### config.mk
export PLATFORM = sky130hd
export DESIGN_NAME = drm_activation_ctrl_stub
export DESIGN_NICKNAME = d
export VERILOG_FILES = /design/src/rtl/drm_activation_ctrl_stub.sv
export SDC_FILE = /design/constraint.sdc
export NUM_CORES = 2
export LEC_CHECK = 0
export CAP_MARGIN = 20
export CORE_ASPECT_RATIO = 1.75
export CORE_MARGIN = 2
export CORE_UTILIZATION = 45
export DETAILED_ROUTE_END_ITERATION = 16
export PLACE_DENSITY = 0.72
export SKIP_CTS_REPAIR_TIMING = 1
export SLEW_MARGIN = 0
export SYNTH_ARGS = -nofsm -noshare
export SYNTH_HDL_FRONTEND = slang
export SYNTH_SLANG_ARGS = --single-unit
### constraint.sdc
create_clock -name drm_aclk -period 6.85 [get_ports drm_aclk]
set_input_delay 1.37 -clock drm_aclk [delete_from_list [all_inputs] [get_ports drm_aclk]]
set_output_delay 1.37 -clock drm_aclk [all_outputs]
set_load 0.1 [all_outputs]
### src/rtl/drm_activation_ctrl_stub.sv
// drm_activation_ctrl_stub: simulation stand-in for the DRM controller.
// Drives per-channel activation codes from a license-load handshake and models
// locked/demo, permanent and timed licenses with expiry, renewal and revocation.
module drm_activation_ctrl_stub #(
    parameter int unsigned NB_CHANNELS        = 4,
    parameter int unsigned CODE_WIDTH         = 128,
    parameter int unsigned TIMER_WIDTH        = 32,
    parameter int unsigned DEMO_CYCLES        = 1024,
    parameter int unsigned LOAD_LATENCY       = 8,
    parameter int unsigned ENABLE_DRM_MESSAGE = 0
) (
    input  logic                              drm_aclk,
    input  logic                              drm_arstn,
    input  logic                              cfg_valid,
    output logic                              cfg_ready,
    input  logic [3:0]                        cfg_channel,
    input  logic [1:0]                        cfg_mode,
    input  logic [CODE_WIDTH-1:0]             cfg_code,
    input  logic [TIMER_WIDTH-1:0]            cfg_duration,
    output logic                              cfg_err,
    output logic [NB_CHANNELS*CODE_WIDTH-1:0] activation_code,
    output logic [NB_CHANNELS-1:0]            activation_code_ready,
    output logic [NB_CHANNELS-1:0]            demo_mode,
    output logic [NB_CHANNELS-1:0]            evt_activated,
    output logic [NB_CHANNELS-1:0]            evt_expired,
    output logic [NB_CHANNELS-1:0]            evt_demo_end
);

    localparam int unsigned DEMO_W = (DEMO_CYCLES == 0) ? 1 : $clog2(DEMO_CYCLES + 1);
    localparam int unsigned LAT_W  = (LOAD_LATENCY < 2) ? 1 : $clog2(LOAD_LATENCY + 1);

    localparam logic [1:0] MODE_PERM  = 2'd1;
    localparam logic [1:0] MODE_TIMED = 2'd2;

    typedef enum logic [1:0] {
        ST_LOCKED  = 2'd0,
        ST_PERM    = 2'd1,
        ST_TIMED   = 2'd2,
        ST_EXPIRED = 2'd3
    } ch_state_e;

    ch_state_e              state_q [NB_CHANNELS];
    ch_state_e              state_d [NB_CHANNELS];
    logic [CODE_WIDTH-1:0]  code_q  [NB_CHANNELS];
    logic [CODE_WIDTH-1:0]  code_d  [NB_CHANNELS];
    logic [TIMER_WIDTH-1:0] timer_q [NB_CHANNELS];
    logic [TIMER_WIDTH-1:0] timer_d [NB_CHANNELS];
    logic [DEMO_W-1:0]      demo_q  [NB_CHANNELS];
    logic [DEMO_W-1:0]      demo_d  [NB_CHANNELS];

    logic [NB_CHANNELS-1:0] ready_q, ready_d;
    logic [NB_CHANNELS-1:0] demo_mode_q, demo_mode_d;
    logic [NB_CHANNELS-1:0] evt_activated_q, evt_activated_d;
    logic [NB_CHANNELS-1:0] evt_expired_q, evt_expired_d;
    logic [NB_CHANNELS-1:0] evt_demo_end_q, evt_demo_end_d;

    logic                   cfg_ready_q, cfg_ready_d;
    logic                   cfg_err_q, cfg_err_d;
    logic [LAT_W-1:0]       pend_cnt_q, pend_cnt_d;
    logic [3:0]             pend_ch_q, pend_ch_d;
    logic                   pend_timed_q, pend_timed_d;
    logic [CODE_WIDTH-1:0]  pend_code_q, pend_code_d;
    logic [TIMER_WIDTH-1:0] pend_dur_q, pend_dur_d;

    logic accept;
    logic bad_ch;
    logic is_load;
    logic apply;

    assign accept  = cfg_valid && cfg_ready_q;
    assign bad_ch  = {1'b0, cfg_channel} >= 5'(NB_CHANNELS);
    assign is_load = (cfg_mode == MODE_PERM) || (cfg_mode == MODE_TIMED);
    assign apply   = (pend_cnt_q == LAT_W'(1));

    // Loader handshake, per-channel license FSMs, timers and demo counters.
    always_comb begin
        cfg_ready_d     = cfg_ready_q;
        cfg_err_d       = 1'b0;
        pend_cnt_d      = pend_cnt_q;
        pend_ch_d       = pend_ch_q;
        pend_timed_d    = pend_timed_q;
        pend_code_d     = pend_code_q;
        pend_dur_d      = pend_dur_q;
        ready_d         = '0;
        demo_mode_d     = '0;
        evt_activated_d = '0;
        evt_expired_d   = '0;
        evt_demo_end_d  = '0;
        for (int i = 0; i < NB_CHANNELS; i++) begin
            state_d[i] = state_q[i];
            code_d[i]  = code_q[i];
            timer_d[i] = timer_q[i];
            demo_d[i]  = demo_q[i];
        end

        // Single in-flight load; the apply cycle also reopens the loader.
        if (pend_cnt_q != '0) begin
            if (apply) begin
                pend_cnt_d  = '0;
                cfg_ready_d = 1'b1;
            end else begin
                pend_cnt_d = pend_cnt_q - LAT_W'(1);
            end
        end else if (accept && !bad_ch && is_load) begin
            pend_cnt_d   = LAT_W'(LOAD_LATENCY);
            pend_ch_d    = cfg_channel;
            pend_timed_d = (cfg_mode == MODE_TIMED);
            pend_code_d  = cfg_code;
            pend_dur_d   = (cfg_duration == '0) ? TIMER_WIDTH'(1) : cfg_duration;
            cfg_ready_d  = 1'b0;
        end
        cfg_err_d = accept && bad_ch;

        for (int i = 0; i < NB_CHANNELS; i++) begin
            // Demo window only runs while locked.
            if (state_q[i] == ST_LOCKED && demo_q[i] != '0) begin
                demo_d[i] = demo_q[i] - DEMO_W'(1);
                if (demo_q[i] == DEMO_W'(1)) begin
                    evt_demo_end_d[i] = 1'b1;
                end
            end

            if (state_q[i] == ST_TIMED) begin
                if (timer_q[i] == TIMER_WIDTH'(1)) begin
                    state_d[i]       = ST_EXPIRED;
                    code_d[i]        = '0;
                    evt_expired_d[i] = 1'b1;
                end else begin
                    timer_d[i] = timer_q[i] - TIMER_WIDTH'(1);
                end
            end

            // A landing load overrides a same-cycle expiry (renewal wins).
            if (apply && pend_ch_q == 4'(i)) begin
                evt_expired_d[i] = 1'b0;
                if (state_q[i] == ST_LOCKED || state_q[i] == ST_EXPIRED) begin
                    evt_activated_d[i] = 1'b1;
                end
                state_d[i] = pend_timed_q ? ST_TIMED : ST_PERM;
                code_d[i]  = pend_code_q;
                timer_d[i] = pend_dur_q;
            end

            // Revoke (and reserved mode) takes effect on the accept cycle.
            if (accept && !bad_ch && !is_load && cfg_channel == 4'(i)) begin
                state_d[i]       = ST_LOCKED;
                code_d[i]        = '0;
                timer_d[i]       = '0;
                evt_expired_d[i] = 1'b0;
            end

            ready_d[i]     = (state_d[i] == ST_PERM) || (state_d[i] == ST_TIMED);
            demo_mode_d[i] = (state_d[i] == ST_LOCKED) && (demo_d[i] != '0);
        end

        if (ENABLE_DRM_MESSAGE == 0) begin
            evt_activated_d = '0;
            evt_expired_d   = '0;
            evt_demo_end_d  = '0;
        end
    end

    // State and output registers with synchronous active-low reset.
    always_ff @(posedge drm_aclk) begin
        if (!drm_arstn) begin
            for (int i = 0; i < NB_CHANNELS; i++) begin
                state_q[i] <= ST_LOCKED;
                code_q[i]  <= '0;
                timer_q[i] <= '0;
                demo_q[i]  <= DEMO_W'(DEMO_CYCLES);
            end
            ready_q         <= '0;
            demo_mode_q     <= {NB_CHANNELS{DEMO_CYCLES != 0}};
            evt_activated_q <= '0;
            evt_expired_q   <= '0;
            evt_demo_end_q  <= '0;
            cfg_ready_q     <= 1'b1;
            cfg_err_q       <= 1'b0;
            pend_cnt_q      <= '0;
            pend_ch_q       <= '0;
            pend_timed_q    <= 1'b0;
            pend_code_q     <= '0;
            pend_dur_q      <= '0;
        end else begin
            for (int i = 0; i < NB_CHANNELS; i++) begin
                state_q[i] <= state_d[i];
                code_q[i]  <= code_d[i];
                timer_q[i] <= timer_d[i];
                demo_q[i]  <= demo_d[i];
            end
            ready_q         <= ready_d;
            demo_mode_q     <= demo_mode_d;
            evt_activated_q <= evt_activated_d;
            evt_expired_q   <= evt_expired_d;
            evt_demo_end_q  <= evt_demo_end_d;
            cfg_ready_q     <= cfg_ready_d;
            cfg_err_q       <= cfg_err_d;
            pend_cnt_q      <= pend_cnt_d;
            pend_ch_q       <= pend_ch_d;
            pend_timed_q    <= pend_timed_d;
            pend_code_q     <= pend_code_d;
            pend_dur_q      <= pend_dur_d;
        end
    end

    // Flatten per-channel code registers onto the activator bus.
    always_comb begin
        activation_code = '0;
        for (int i = 0; i < NB_CHANNELS; i++) begin
            activation_code[i*CODE_WIDTH +: CODE_WIDTH] = code_q[i];
        end
    end

    assign cfg_ready             = cfg_ready_q;
    assign cfg_err               = cfg_err_q;
    assign activation_code_ready = ready_q;
    assign demo_mode             = demo_mode_q;
    assign evt_activated         = evt_activated_q;
    assign evt_expired           = evt_expired_q;
    assign evt_demo_end          = evt_demo_end_q;

endmodule

==> impl_metrics.ini <==
[status]
outcome = completed

[worst_setup_path]
worstPathCellList = clkdlybuf4s50_1 -> inv_1 -> ha_1 -> and3_1 -> nand4b_1 -> and2_1 -> nand2_8 -> buf_12 -> a21oi_1
start_kind = input pin
cp-end-kind = flip-flop
slowest_stage = and2_1
slowest_delay_ns = 0.85
arrival_ns = 4.88
required_ns = 7.42
cp_max_fo = 124
r2r_cells = 7
path_class = in -> reg

[floorplan]
die_h_um = 363
rows = 131
chipWidth_um = 209
core_um2 = 72900
dieArea_um2 = 76000
ios = 703
initial_core_util = 0.455

[yosys]
synth_edf_count = 0
ys_ff_latch = 871
synth_area_leaders = dfxtp_1, nand2_1, a21oi_1
syn_area_um2 = 33200
yosysWarnings = 0
yosysTopAreaCellShare = 0.526
synth_cell_types = 77
yosysTopAreaCell = dfxtp_1
synthArstFlopShare = 0
synthTopCellsByCount = dfxtp_1, nand2_1, a21oi_1
yosysSeqAreaShare = 0.526
yosysMostFrequentCell = dfxtp_1
synthCells = 3752
postSynthAreaPerCell_um2 = 8.84
ys.flop_type = dfxtp_1

[global_routing]
antenna_found_initial = 32
grt_pass1_vias = 29400
grt-ovfl-total = 0
grt_pass1_wl_um = 185000
grt_max_degree = 125
grt.total_usage = 0.321

[detailed_routing]
wl_per_cell_um = 24.0
first_iter_violations = 2452
wl_um = 127000
ant_nets = 0
vias = 30700
drt_first_pass_iters = 6
via_per_inst = 5.80
drc = 0

[cts]
insertion_delay_ns = 0.68
cts_buffers = 79
path_clk_slew_ns = 0.07
cts.path.max_buffers = 3
cts_tree = built
htreeDepth = 3
clock_sinks = 871
root_buffer = clkbuf_16

[pwr]
power_density_nw_per_um2 = 284
vdd_drop_max_uv = 242
seqPwrFrac = 0.462
switchingPower_mw = 3.70
p_clk_frac = 0.375
finalPower_mw = 12.2
p_comb_frac = 0.164
leakagePower_nw = 14.9
internal_power_mw = 8.55
swShare = 0.302

[min_path]
hold_path_depth = 2
hp-class = reg -> reg

[sta]
layout_setup_ws_ns = 2.54
clock_skew_ns = 0.0223
clock.fmax_mhz = 232
fin_crit_ns = 4.31
maxSlewViolCount = 0
tns_ns = 0
maxSlewHeadroom = 0.197
hold_viol = 0
worstMarginPinSlew_ns = 1.20
setup_viol_count_final = 0
post-route-period-util = 0.629
rsz0062_at_grt = no

[cells_and_area]
drive_gt1_frac = 0.0537
area_delta_synth_final_pct = 29.8
fin_util = 0.590
nNetsFinal = 4469

[flow_run]
drv_cap = 0

[placement]
hpwlAfterDp_um = 84900
gp_congestion = 0.930
pre_cts_slack_ns = 1.96
io_buffers = 690
## critical path: cells and delay by family
kind	cells	cell delay [ns]
AND/OR/NAND/NOR	4	1.55
buffers and inverters	3	0.77
AO/OA/AOI/OAI	1	0.41
adder cells (fa/ha/maj)	1	0.34
## path summary, 6_finish.rpt
path | startpoint | end | slack (ns)
hold reg to reg | code_q[2][31]$_SDFFE_PP0P_ | code_q[2][31]$_SDFFE_PP0P_ | 0.45
hold / removal | code_q[2][31]$_SDFFE_PP0P_ | code_q[2][31]$_SDFFE_PP0P_ | 0.45
setup / recovery | cfg_mode[0] | code_q[2][29]$_SDFFE_PP0P_ | 2.54
setup reg to reg | timer_q[0][4]$_SDFFE_PP0P_ | code_q[0][116]$_SDFFE_PP0P_ | 3.21
## placed cells by master, fill, tap and decap left out, types with 31 or more instances in the layout
master	synthesis	routed
a22oi_1	256	256
xor2_1	40	40
xnor2_1	95	95
nor2_1	382	381
a22o_1	129	129
nand2_1	662	660
a21oi_1	391	390
dfxtp_1	871	871
clkdlybuf4s50_1	0	682
buf_4	15	31
o21ai_0	128	128
nor3_1	62	61
clkbuf_16	0	81
nand3_1	34	32
nor4_1	59	59
## layout make-up
cell class	count	area [um2]
diodes	27	67.6
clock buffers	117	2330
clock inverters	24	302
fillers	6398	29900
inverters	31	121
multi-input cells	2574	14400
flip-flops and latches	871	17400
well taps	931	1160
repair buffers	724	7250
## sequential cells by signal (all words and copies together) (netlist names), 4 cells and up
register,flops
activation_code_ready,4
code_q,512
demo_mode,4
demo_q,44
pend_ch_q,4
pend_cnt_q,4
pend_code_q,128
pend_dur_q,32
state_q,8
timer_q,128
## cells by family (layout without fill, tap and decap cells)
family                   after synthesis  in the layout  synth area share
adder cells (fa/ha/maj)               19             19           0.00717
other                                  1             39          0.000113
AO/OA/AOI/OAI                       1015           1015             0.198
multiplexers                           7              7           0.00219
XOR/XNOR                             135            135            0.0356
flip-flops                           871            871             0.526
AND/OR/NAND/NOR                     1386           1386             0.186
buffers and inverters                318            896            0.0456
## routing by layer
metal  vias to the layer above  GRT usage  part of all wire
met5                         -          0           0.00031
met4                         6      0.202             0.064
li1                      14100          -                 -
met3                       304     0.0989              0.10
met2                      1433      0.524              0.47
met1                     14900      0.368              0.36
## power groups by stage
stage	Clock [mW]	Combinational [mW]	Sequential, mW
floorplan	0	1.39	5.74
global placement	0	1.94	5.75
detailed placement	0	1.97	5.75
finish	4.59	2.00	5.65
CTS	4.65	1.99	5.64
global route	4.82	2.18	5.68
## per-stage QoR
stage                     instances  hold WS [ns]  cell area (um2)
final                          5299         0.453            43000
after global routing           5292         0.470            43000
after CTS                      5271         0.455            43000
after detailed placement       5130         0.446            40300
after global placement         5130         0.441            40300
after floorplan                3763         0.438            33200
(Power assumes the default switching activity.)
